### src/rtl/present_encrypt_iter.sv
// Iterative PRESENT-80 encryptor: one sLayer/pLayer round plus key-schedule step per clock, ciphertext valid ROUNDS edges after acceptance.
// Backpressure: the result is held in DONE until odat_ready; idat_ready stays low and no new block is taken meanwhile.
module present_encrypt_iter #(
   parameter int ROUNDS = 31,
   parameter int CNT_W  = 5
) (
   input  logic        clk,
   input  logic        rst_n,
   input  logic        idat_valid,
   output logic        idat_ready,
   input  logic [63:0] idat,
   input  logic [79:0] ikey,
   output logic        odat_valid,
   input  logic        odat_ready,
   output logic [63:0] odat,
   output logic        busy
);

   typedef enum logic [1:0] {
      IDLE = 2'd0,
      RUN  = 2'd1,
      DONE = 2'd2
   } state_t;

   localparam logic [CNT_W-1:0] LAST_RND = CNT_W'(ROUNDS);
   localparam logic [CNT_W-1:0] FIRST_RND = CNT_W'(1);

   state_t           state;
   state_t           state_nxt;
   logic [63:0]      st;
   logic [79:0]      k;
   logic [CNT_W-1:0] rnd;

   logic [63:0]      round_out;
   logic [79:0]      key_rot;
   logic [79:0]      key_nxt;
   logic [4:0]       rnd_lo;
   logic             last_rnd;

   function automatic logic [3:0] sbox(input logic [3:0] x);
      logic [3:0] y;
      case (x)
         4'h0: y = 4'hC;
         4'h1: y = 4'h5;
         4'h2: y = 4'h6;
         4'h3: y = 4'hB;
         4'h4: y = 4'h9;
         4'h5: y = 4'h0;
         4'h6: y = 4'hA;
         4'h7: y = 4'hD;
         4'h8: y = 4'h3;
         4'h9: y = 4'hE;
         4'hA: y = 4'hF;
         4'hB: y = 4'h8;
         4'hC: y = 4'h4;
         4'hD: y = 4'h7;
         4'hE: y = 4'h1;
         default: y = 4'h2;
      endcase
      return y;
   endfunction

   function automatic logic [63:0] s_layer(input logic [63:0] x);
      logic [63:0] y;
      y = '0;
      for (int n = 0; n < 16; n++) begin
         y[4*n +: 4] = sbox(x[4*n +: 4]);
      end
      return y;
   endfunction

   // Bit i moves to 16*i mod 63; bit 63 is the fixed point of the permutation.
   function automatic logic [63:0] p_layer(input logic [63:0] x);
      logic [63:0] y;
      y = '0;
      for (int i = 0; i < 63; i++) begin
         y[(16*i) % 63] = x[i];
      end
      y[63] = x[63];
      return y;
   endfunction

   always_comb begin
      round_out       = p_layer(s_layer(st ^ k[79:16]));
      key_rot         = {k[18:0], k[79:19]};
      rnd_lo          = 5'(rnd);
      key_nxt         = key_rot;
      key_nxt[79:76]  = sbox(key_rot[79:76]);
      key_nxt[19:15]  = key_rot[19:15] ^ rnd_lo;
   end

   assign last_rnd = (rnd == LAST_RND);

   always_ff @(posedge clk or negedge rst_n) begin
      if (!rst_n) begin
         state <= IDLE;
      end else begin
         state <= state_nxt;
      end
   end

   always_comb begin
      state_nxt = state;
      case (state)
         IDLE:    if (idat_valid) state_nxt = RUN;
         RUN:     if (last_rnd)   state_nxt = DONE;
         DONE:    if (odat_ready) state_nxt = IDLE;
         default: state_nxt = IDLE;
      endcase
   end

   // Ready is gated by rst_n so the host never sees a handshake opportunity during reset.
   always_comb begin
      idat_ready = rst_n && (state == IDLE);
      busy       = (state != IDLE);
   end

   always_ff @(posedge clk or negedge rst_n) begin
      if (!rst_n) begin
         st         <= '0;
         k          <= '0;
         rnd        <= '0;
         odat       <= '0;
         odat_valid <= 1'b0;
      end else begin
         case (state)
            IDLE: begin
               if (idat_valid) begin
                  st  <= idat;
                  k   <= ikey;
                  rnd <= FIRST_RND;
               end
            end
            RUN: begin
               st <= round_out;
               k  <= key_nxt;
               if (last_rnd) begin
                  // Final whitening uses the key produced on this same edge.
                  odat       <= round_out ^ key_nxt[79:16];
                  odat_valid <= 1'b1;
               end else begin
                  rnd <= rnd + FIRST_RND;
               end
            end
            DONE: begin
               if (odat_ready) odat_valid <= 1'b0;
            end
            default: begin
            end
         endcase
      end
   end

endmodule

### config.mk
export PLATFORM = sky130hd
export DESIGN_NAME = present_encrypt_iter
export DESIGN_NICKNAME = d
export VERILOG_FILES = /design/src/rtl/present_encrypt_iter.sv
export SDC_FILE = /design/constraint.sdc
export NUM_CORES = 1
export LEC_CHECK = 0
export ABC_AREA = 1
export ABC_CLOCK_PERIOD_IN_PS = 3100
export CAP_MARGIN = 0
export CORE_AREA = 2 2 174 176
export CTS_BUF_LIST = sky130_fd_sc_hd__clkbuf_16
export DETAILED_ROUTE_END_ITERATION = 8
export DIE_AREA = 0 0 176 178
export PLACE_DENSITY_LB_ADDON = 0.08
export SLEW_MARGIN = 10
export SYNTH_ARGS = -nofsm -noshare
export SYNTH_HDL_FRONTEND = slang
export SYNTH_SLANG_ARGS = --single-unit
export TNS_END_PERCENT = 100
### constraint.sdc
create_clock -name clk -period 3.1 [get_ports clk]
set_input_delay 0.31 -clock clk [delete_from_list [all_inputs] [get_ports clk]]
set_output_delay 0.31 -clock clk [all_outputs]
set_load 0.01 [all_outputs]
; Word-level counts from Yosys, hierarchy flattened
; Memory sizes are Yosys's and may differ from the RTL's.
; Cells that the tools add are included.
[totals]
reg_bits = 216
rom_bits = 1088
in_bits = 148
output_inout_bits = 67
word_cells = 58
memories = 17
[classes]
add_sub_neg = 1
n_eq_ne = 7
mux = 14
bitwise = 3
reduce_logical = 10
[memory_table]
columns = name, words, word_bits, read_ports, rd_clocked_by_memory_dff, write_ports, line
row1 = (name not given), 16, 4, 1, 0, 0, 42  ; case (x)
row2 = (name not given), 16, 4, 1, 0, 0, 42
row3 = (name not given), 16, 4, 1, 0, 0, 42
row4 = (name not given), 16, 4, 1, 0, 0, 42
row5 = (name not given), 16, 4, 1, 0, 0, 42
row6 = (name not given), 16, 4, 1, 0, 0, 42
row7 = 11 more memories, --, --, --, --, --, --
[ops]
columns = operator, count
row1 = $pmux W80 S2, 1
row2 = $pmux W64 S2, 1
row3 = $xor A64 B64 Y64, 2
row4 = $mux W80, 1
row5 = $mux W64, 1
row6 = $mux W5, 2
row7 = $pmux W5 S2, 1
row8 = $reduce_and A3 Y1, 3
row9 = $ne A2 B2 Y1 const B, 4
row10 = $mux W2, 3
row11 = $pmux W2 S3, 1
row12 = $reduce_bool A2 Y1, 3
row13 = $add A5 B1 Y5 const B, 1
row14 = $eq A5 B5 Y1 const B, 1
row15 = $xor A5 B5 Y5, 1
row16 = $reduce_and A2 Y1, 2
row17 = $eq A2 B1 Y1 const B, 1
row18 = $eq A2 B2 Y1 const B, 1
row19 = $logic_not A2 Y1, 1
row20 = $mux W1, 2
row21 = $pmux W1 S2, 1
row22 = $logic_and A1 B1 Y1, 1

; Depth between registers and ports, before layout
; Gate-level depths: netlist (run 1).
[logic_depth]
depth_word = 3
ltp_mapped = 13

; Worst setup path before layout (run 1)
; OpenSTA, ideal clock, no wires.
[synth_timing]
path_type = register to register
start = reg k[17]
end = reg odat[0]
arrival_time_ns = 1.876
required_ns = 3.034
setup_slack_ns = 1.159
stages_incl_launch_ff = 13
cell_sequence = dfrtp_1 -> buf_2 -> inv_1 -> nand2_1 -> nand2_1 -> inv_1 -> ha_1 -> o21ai_0 -> ha_1 -> inv_1 -> xor2_1 -> nand2_1 -> nand2_1
[synth_via]
elab_chain_len = 3
[synth_lines]
columns = element, line
row1 = from (decl), 31  ; logic [79:0] k;
row2 = from (signal assigned), 130  ; k <= ikey;
row3 = from (signal assigned), 136  ; k <= key_nxt;
row4 = $xor A64 B64 Y64, 84  ; round_out = p_layer(s_layer(st ^ k[79:16]));
row5 = $mem_v2 Z16 W4, --
row6 = $xor A64 B64 Y64, 139  ; odat <= round_out ^ key_nxt[79:16];
row7 = to (signal assigned), 139
row8 = to (decl), 15  ; output logic [63:0] odat,
; Every way passes these cells.
; A chain may end at the register's enable or synchronous reset.

; Worst setup path after layout (run 1)
[layout_timing]
start = reg state[1]
end = reg k[13]
[layout_via]
elab_chain_len = 3
word_cells_on_any_way = 6
classes_between = eq/ne: 2 / mux: 1 / reduce/logical: 3
[layout_lines]
columns = element, line
row1 = from (decl), 28  ; state_t state;
row2 = from (signal assigned), 98  ; state <= state_nxt;
row3 = $eq A2 B1 Y1 or $logic_not A2 Y1 (tied branches), 126  ; case (state)
row4 = $reduce_bool A2 Y1 (no source line) or $ne A2 B2 Y1 (tied branches), --
row5 = $reduce_and A2 Y1 (no source line), --
; Parallel ways exist; a longest one is shown, timed or not.

==> impl_metrics.json, run 1 <==
{
  "die_height_um": 178,
  "grt_pass1_vias": 13100,
  "drt_iter0_markers": 1294,
  "multi_input_area_um2": 7870,
  "regArea_um2": 5410,
  "dpl_worst_slack_ns": 0.783,
  "clk_path_buf_depth": 3,
  "wl_met3_mm": 3.96,
  "grt_pass1_wl_mm": 76.2,
  "synth.cell_area_um2": 14500,
  "synth_edf_count": 0,
  "antenna_found_initial": 0,
  "die_w_um": 176,
  "worstMarginPinSlew_ns": 0.928,
  "final_common_cell": "nand2_1",
  "period_minus_slack_ns": 2.41,
  "rsz0062_at_grt": "false",
  "crit_chain": "nor2_4 > buf_4 > nor3_1 > a221oi_1",
  "skew_ns": 0.0156,
  "syn_nets": 2182,
  "drt_pass1_iterations": 6,
  "synth.distinct_cells": 33,
  "routedWlPerCell_um": 19.9,
  "layout_common_cells": "nand2_1, nand3_1, inv_1",
  "startpoint_type": "flip-flop",
  "worst_ir_drop_vdd_v": 0.000604,
  "dpl_cell_area_um2": 16900,
  "maxSlewViolCount": 0,
  "drt_wl_total_mm": 50.3,
  "n_antenna_cell": 0,
  "cp_max_fo": 52,
  "htreeDepth": 1,
  "min_path_type": "input port to async pin",
  "status": "complete, no violations",
  "synthCells": 1930,
  "drive_gt1_frac": 0.0483,
  "fmax_mhz": 414,
  "clockRootBuffer": "clkbuf_16",
  "finalNetCount": 2370,
  "power.leakage_uw": 0.00887,
  "grt_overflow": 0,
  "setup_ws_ns": 0.686,
  "dr_wl_met2_mm": 22.9,
  "cp.buffers_inverters": 1,
  "synthesis.yosys.warnings": 0,
  "slew_headroom": 0.382,
  "start_util": 0.492,
  "placed_cells": 2479,
  "viasPerCell": 5.50,
  "postSynthAreaPerCell_um2": 7.49,
  "hold_violations": 0,
  "ys_seq_area_frac": 0.374,
  "crit_required_ns": 3.47,
  "fillers": 2716,
  "crit_arrival_ns": 2.78,
  "gp_routability_congestion": 0.927,
  "finalSetupViolCount": 0,
  "tns_ns": 0,
  "insertion_delay_ns": 0.55,
  "cts_tree": "done",
  "numCtsBuffers": 26,
  "final_cell_count_no_fill": 2524,
  "max-cap-violations": 0,
  "yosys_most_used_dff": "dfrtp_1",
  "synth-async-reset-ratio": 1.00,
  "track_usage": 0.320,
  "cp_top_family": "buffers and inverters",
  "syn_to_final_growth_pct": 22.6,
  "top_layer": "met4",
  "ys_ff_latch": 216,
  "end_kind": "flip-flop",
  "ff2ff_setup_slack_ns": 0.69,
  "min_period_over_period": 0.779,
  "vias": 13900,
  "core-area_um2": 29400,
  "total_power_uw": 23800,
  "drtAntennaViolNets": 0,
  "dp_hpwl_mm": 37.0,
  "grt_max_degree": 142,
  "slowest_delay_ns": 0.61,
  "criticalPathCategory": "flip-flop to flip-flop",
  "path_clk_slew_ns": 0.06,
  "final_cell_area_um2": 17700,
  "cts.sinks": 216,
  "p_per_area_nw_per_um2": 1340,
  "port_buffers": 214,
  "ios": 215,
  "met1_length_mm": 22.3,
  "die-area_um2": 31300,
  "drc": 0,
  "cts-resized-gates": 0,
  "fp-row-count": 63,
  "critPathSlowestCell": "buf_4"
}
## sequential cells by signal (all words and copies together), names as in the netlist
register,count
state,2
st,64
odat,64
odat_valid,1
k,80
rnd,5
## layout make-up
type | count | share of cell area
well taps | 390 | 0.0275
clock buffers | 27 | 0.0381
flip-flops and latches | 216 | 0.305
clock inverters | 17 | 0.00551
inverters | 220 | 0.0467
multi-input cells | 1420 | 0.444
repair buffers | 234 | 0.133
## power by group
group	internal, uW	total (uW)	switching (uW)
Combinational	5560	15500	9970
Sequential	4210	5350	1140
Clock	1640	2890	1260
## cells by family after synthesis
logic type,Yosys count,synth area share
xor gates and xnor gates,51,0.0309
buffers and inverters,294,0.0825
adders and majority gates,104,0.0900
and+or+nand+nor,1052,0.303
DFF,216,0.374
AOI/OAI and AO/OA,213,0.119
## worst paths after layout
check / startpoint / to / cells past startpoint
setup reg to reg: state[1] / k[13] / 4
setup / recovery: state[1] / k[13] / 4
hold / removal: rst_n / odat[32] / 2
min in group clk: ikey[19] / k[19] / 3
max in group asynchronous: rst_n / odat[23] / 3
hold reg to reg: odat_valid / odat_valid / 2
## what timing repair did
action,in CTS,in global routing
hold buffers,1,0
endpoints found under the hold margin,9,0
endpoints found under the setup margin,0,0
buffers inserted,0,0
## per-stage QoR
step	util	hold slack (ns)
floorplan	-	0.0144
global placement	0.576	0.120
detailed placement	0.576	0.121
CTS	0.603	0.149
global route	0.603	0.163
finish	0.603	0.161
## cell usage after synthesis (4+ instances only)
master,count,area share
a221oi_1,44,0.027
buf_2,35,0.012
xnor2_1,16,0.0097
o31ai_1,7,0.0036
o21ai_0,59,0.020
clkbuf_1,26,0.0068
nand3b_1,4,0.0021
xor2_1,35,0.021
nand2_1,681,0.18
or2_2,4,0.0017
o21ai_1,4,0.0014
nor2_1,43,0.011
o211ai_1,20,0.010
dfrtp_1,216,0.37
ha_1,104,0.090
a21oi_1,16,0.0055
buf_4,6,0.0031
a221oi_2,35,0.036
nand3_1,246,0.085
inv_1,216,0.056
nor3_1,72,0.025
o22ai_1,7,0.0030
o21bai_1,15,0.0078
buf_1,4,0.0010
## layer usage
metal,vias up,GRT usage
met5,-,0
met4,0,0.0744
met3,61,0.0541
met2,553,0.512
met1,6569,0.456
li1,6707,-
No activity file was read; power rests on OpenSTA's default activity.
==> inputs of run 2 (changes only) <==
- ABC_CLOCK_PERIOD_IN_PS: 3100 -> 2500
- clock period: 3.1 -> 2.5 ns (I/O delays scaled with it)
==> impl_metrics.json, run 2 (same netlist as run 1, synthesis figures left out) <==
{
  "status": "complete, no violations",
  "grt_max_degree": 143,
  "min_period_over_period": 0.949,
  "drc": 0,
  "drive_gt1_frac": 0.0532,
  "criticalPathCategory": "flip-flop to flip-flop",
  "layout_common_cells": "nand2_1, nand3_1, inv_1",
  "viasPerCell": 5.50,
  "setup_ws_ns": 0.127,
  "finalNetCount": 2377,
  "whs_ns": 0.0812,
  "drt_pass1_iterations": 6,
  "gp_routability_congestion": 0.922,
  "clockRootBuffer": "clkbuf_16",
  "fillers": 2645,
  "cts.sinks": 216,
  "dpl_worst_slack_ns": 0.0680,
  "ios": 215,
  "antenna_found_initial": 1,
  "fmax_mhz": 421,
  "cp_max_fo": 61,
  "largest_register_ffs": 80,
  "rsz0062_at_grt": "false",
  "largest_register": "k",
  "crit_arrival_ns": 2.74,
  "clk_path_buf_depth": 3,
  "start_util": 0.492,
  "max-cap-violations": 0,
  "worst_ir_drop_vdd_v": 0.000666,
  "fp-row-count": 63,
  "port_buffers": 214,
  "grt_use_met1": 0.448,
  "routedWlPerCell_um": 19.7,
  "startpoint_type": "flip-flop",
  "maxSlewViolCount": 0,
  "drt_wl_total_mm": 50.0,
  "track_usage": 0.318,
  "grt_pass1_wl_mm": 75.8,
  "final_common_cell": "nand2_1",
  "crit_required_ns": 2.87,
  "vias": 13900,
  "total_power_uw": 29700,
  "drtAntennaViolNets": 0,
  "syn_to_final_growth_pct": 23.8,
  "r2r_start": "state[1]",
  "htreeDepth": 1,
  "worstSetupStartpoint": "state[1]",
  "cts-resized-gates": 0,
  "slew_headroom": 0.354,
  "reg_top3": "k (80), odat (64), st (64)",
  "p_per_area_nw_per_um2": 1660,
  "die_w_um": 176,
  "power.leakage_uw": 0.00894,
  "multi_input_area_um2": 7870,
  "grt_overflow": 0,
  "worstMarginPinSlew_ns": 0.968,
  "grt_pass1_vias": 13200,
  "numCtsBuffers": 26,
  "globalRouteMet3Util": 0.0507,
  "insertion_delay_ns": 0.55,
  "regArea_um2": 5410,
  "end_kind": "flip-flop",
  "path_clk_slew_ns": 0.06,
  "n_antenna_cell": 0,
  "period_minus_slack_ns": 2.37,
  "drt_iter0_markers": 1463,
  "dp_hpwl_mm": 37.0,
  "die_height_um": 178,
  "use_met2": 0.491,
  "min_path_type": "input port to async pin",
  "tns_ns": 0,
  "finalSetupViolCount": 0,
  "grt_busiest_layer": "met2",
  "die-area_um2": 31300,
  "hold_violations": 0,
  "skew_ns": 0.0158,
  "cts_tree": "done",
  "core-area_um2": 29400
}
run 2: cell types whose count changed in the layout (fill, tap and decap cells not counted), sizes merged:
cell,previous run,this run
buf,20,27
bufinv,1,2
clkinv,13,16
clkinvlp,0,1
inv,223,221
run 2: path summary, 6_finish.rpt:
path,slack (ns),end,depth (start not counted)
min,0.08,st[1],2
min reg2reg,0.48,odat[45],2
min in group clk,0.29,k[16],3
max in group asynchronous,1.27,odat[40],3
max,0.13,k[13],5
max reg2reg,0.13,k[13],5
run 2: worst max-delay path: stages, from the launching register on:
cell and delay, ns:
dfrtp_1 0.43, inv_1 0.11, nand3_4 0.11, buf_4 0.55, nor3_1 0.28, a221oi_1 0.65
run 2: metrics by stage:
step | cells | util | instance area [um^2]
CTS | 2534 | 0.609 | 17900
global route | 2534 | 0.609 | 17900
finish | 2534 | 0.609 | 17900
global placement | 2486 | 0.580 | 17100
floorplan | 1930 | - | 14500
detailed placement | 2486 | 0.580 | 17100
run 2: final cells by class:
class                           count  share of cell area
Inverter                          220              0.0463
Clock buffer                       27              0.0378
Sequential cell                   216               0.302
Timing Repair Buffer              241               0.138
Tap cell                          390              0.0273
Multi-Input combinational cell   1420               0.440
Clock inverter                     20             0.00832
run 2: report_power, final:
group | internal [uW] | leakage [uW] | switching, uW
clock network | 2160 | 0.000411 | 1610
registers | 5210 | 0.00256 | 1440
logic | 7020 | 0.00597 | 12300
total | 14400 | 0.00894 | 15300
run 2: routing by layer:
| metal | wire length, um | up-vias | part of all wire |
|---|---|---|---|
| met5 | 12 | - | 0.00024 |
| met4 | 2160 | 2 | 0.043 |
| met3 | 3880 | 95 | 0.078 |
| met2 | 21900 | 562 | 0.44 |
| met1 | 22100 | 6545 | 0.44 |
| li1 | - | 6722 | - |
run 2: timing repair:
item / 4_1_cts / 5_1_grt
hold buffers: 1 / 0
setup buffers: 0 / 0
endpoints found under the hold margin: 145 / 0
setup endpoints to repair: 0 / 0
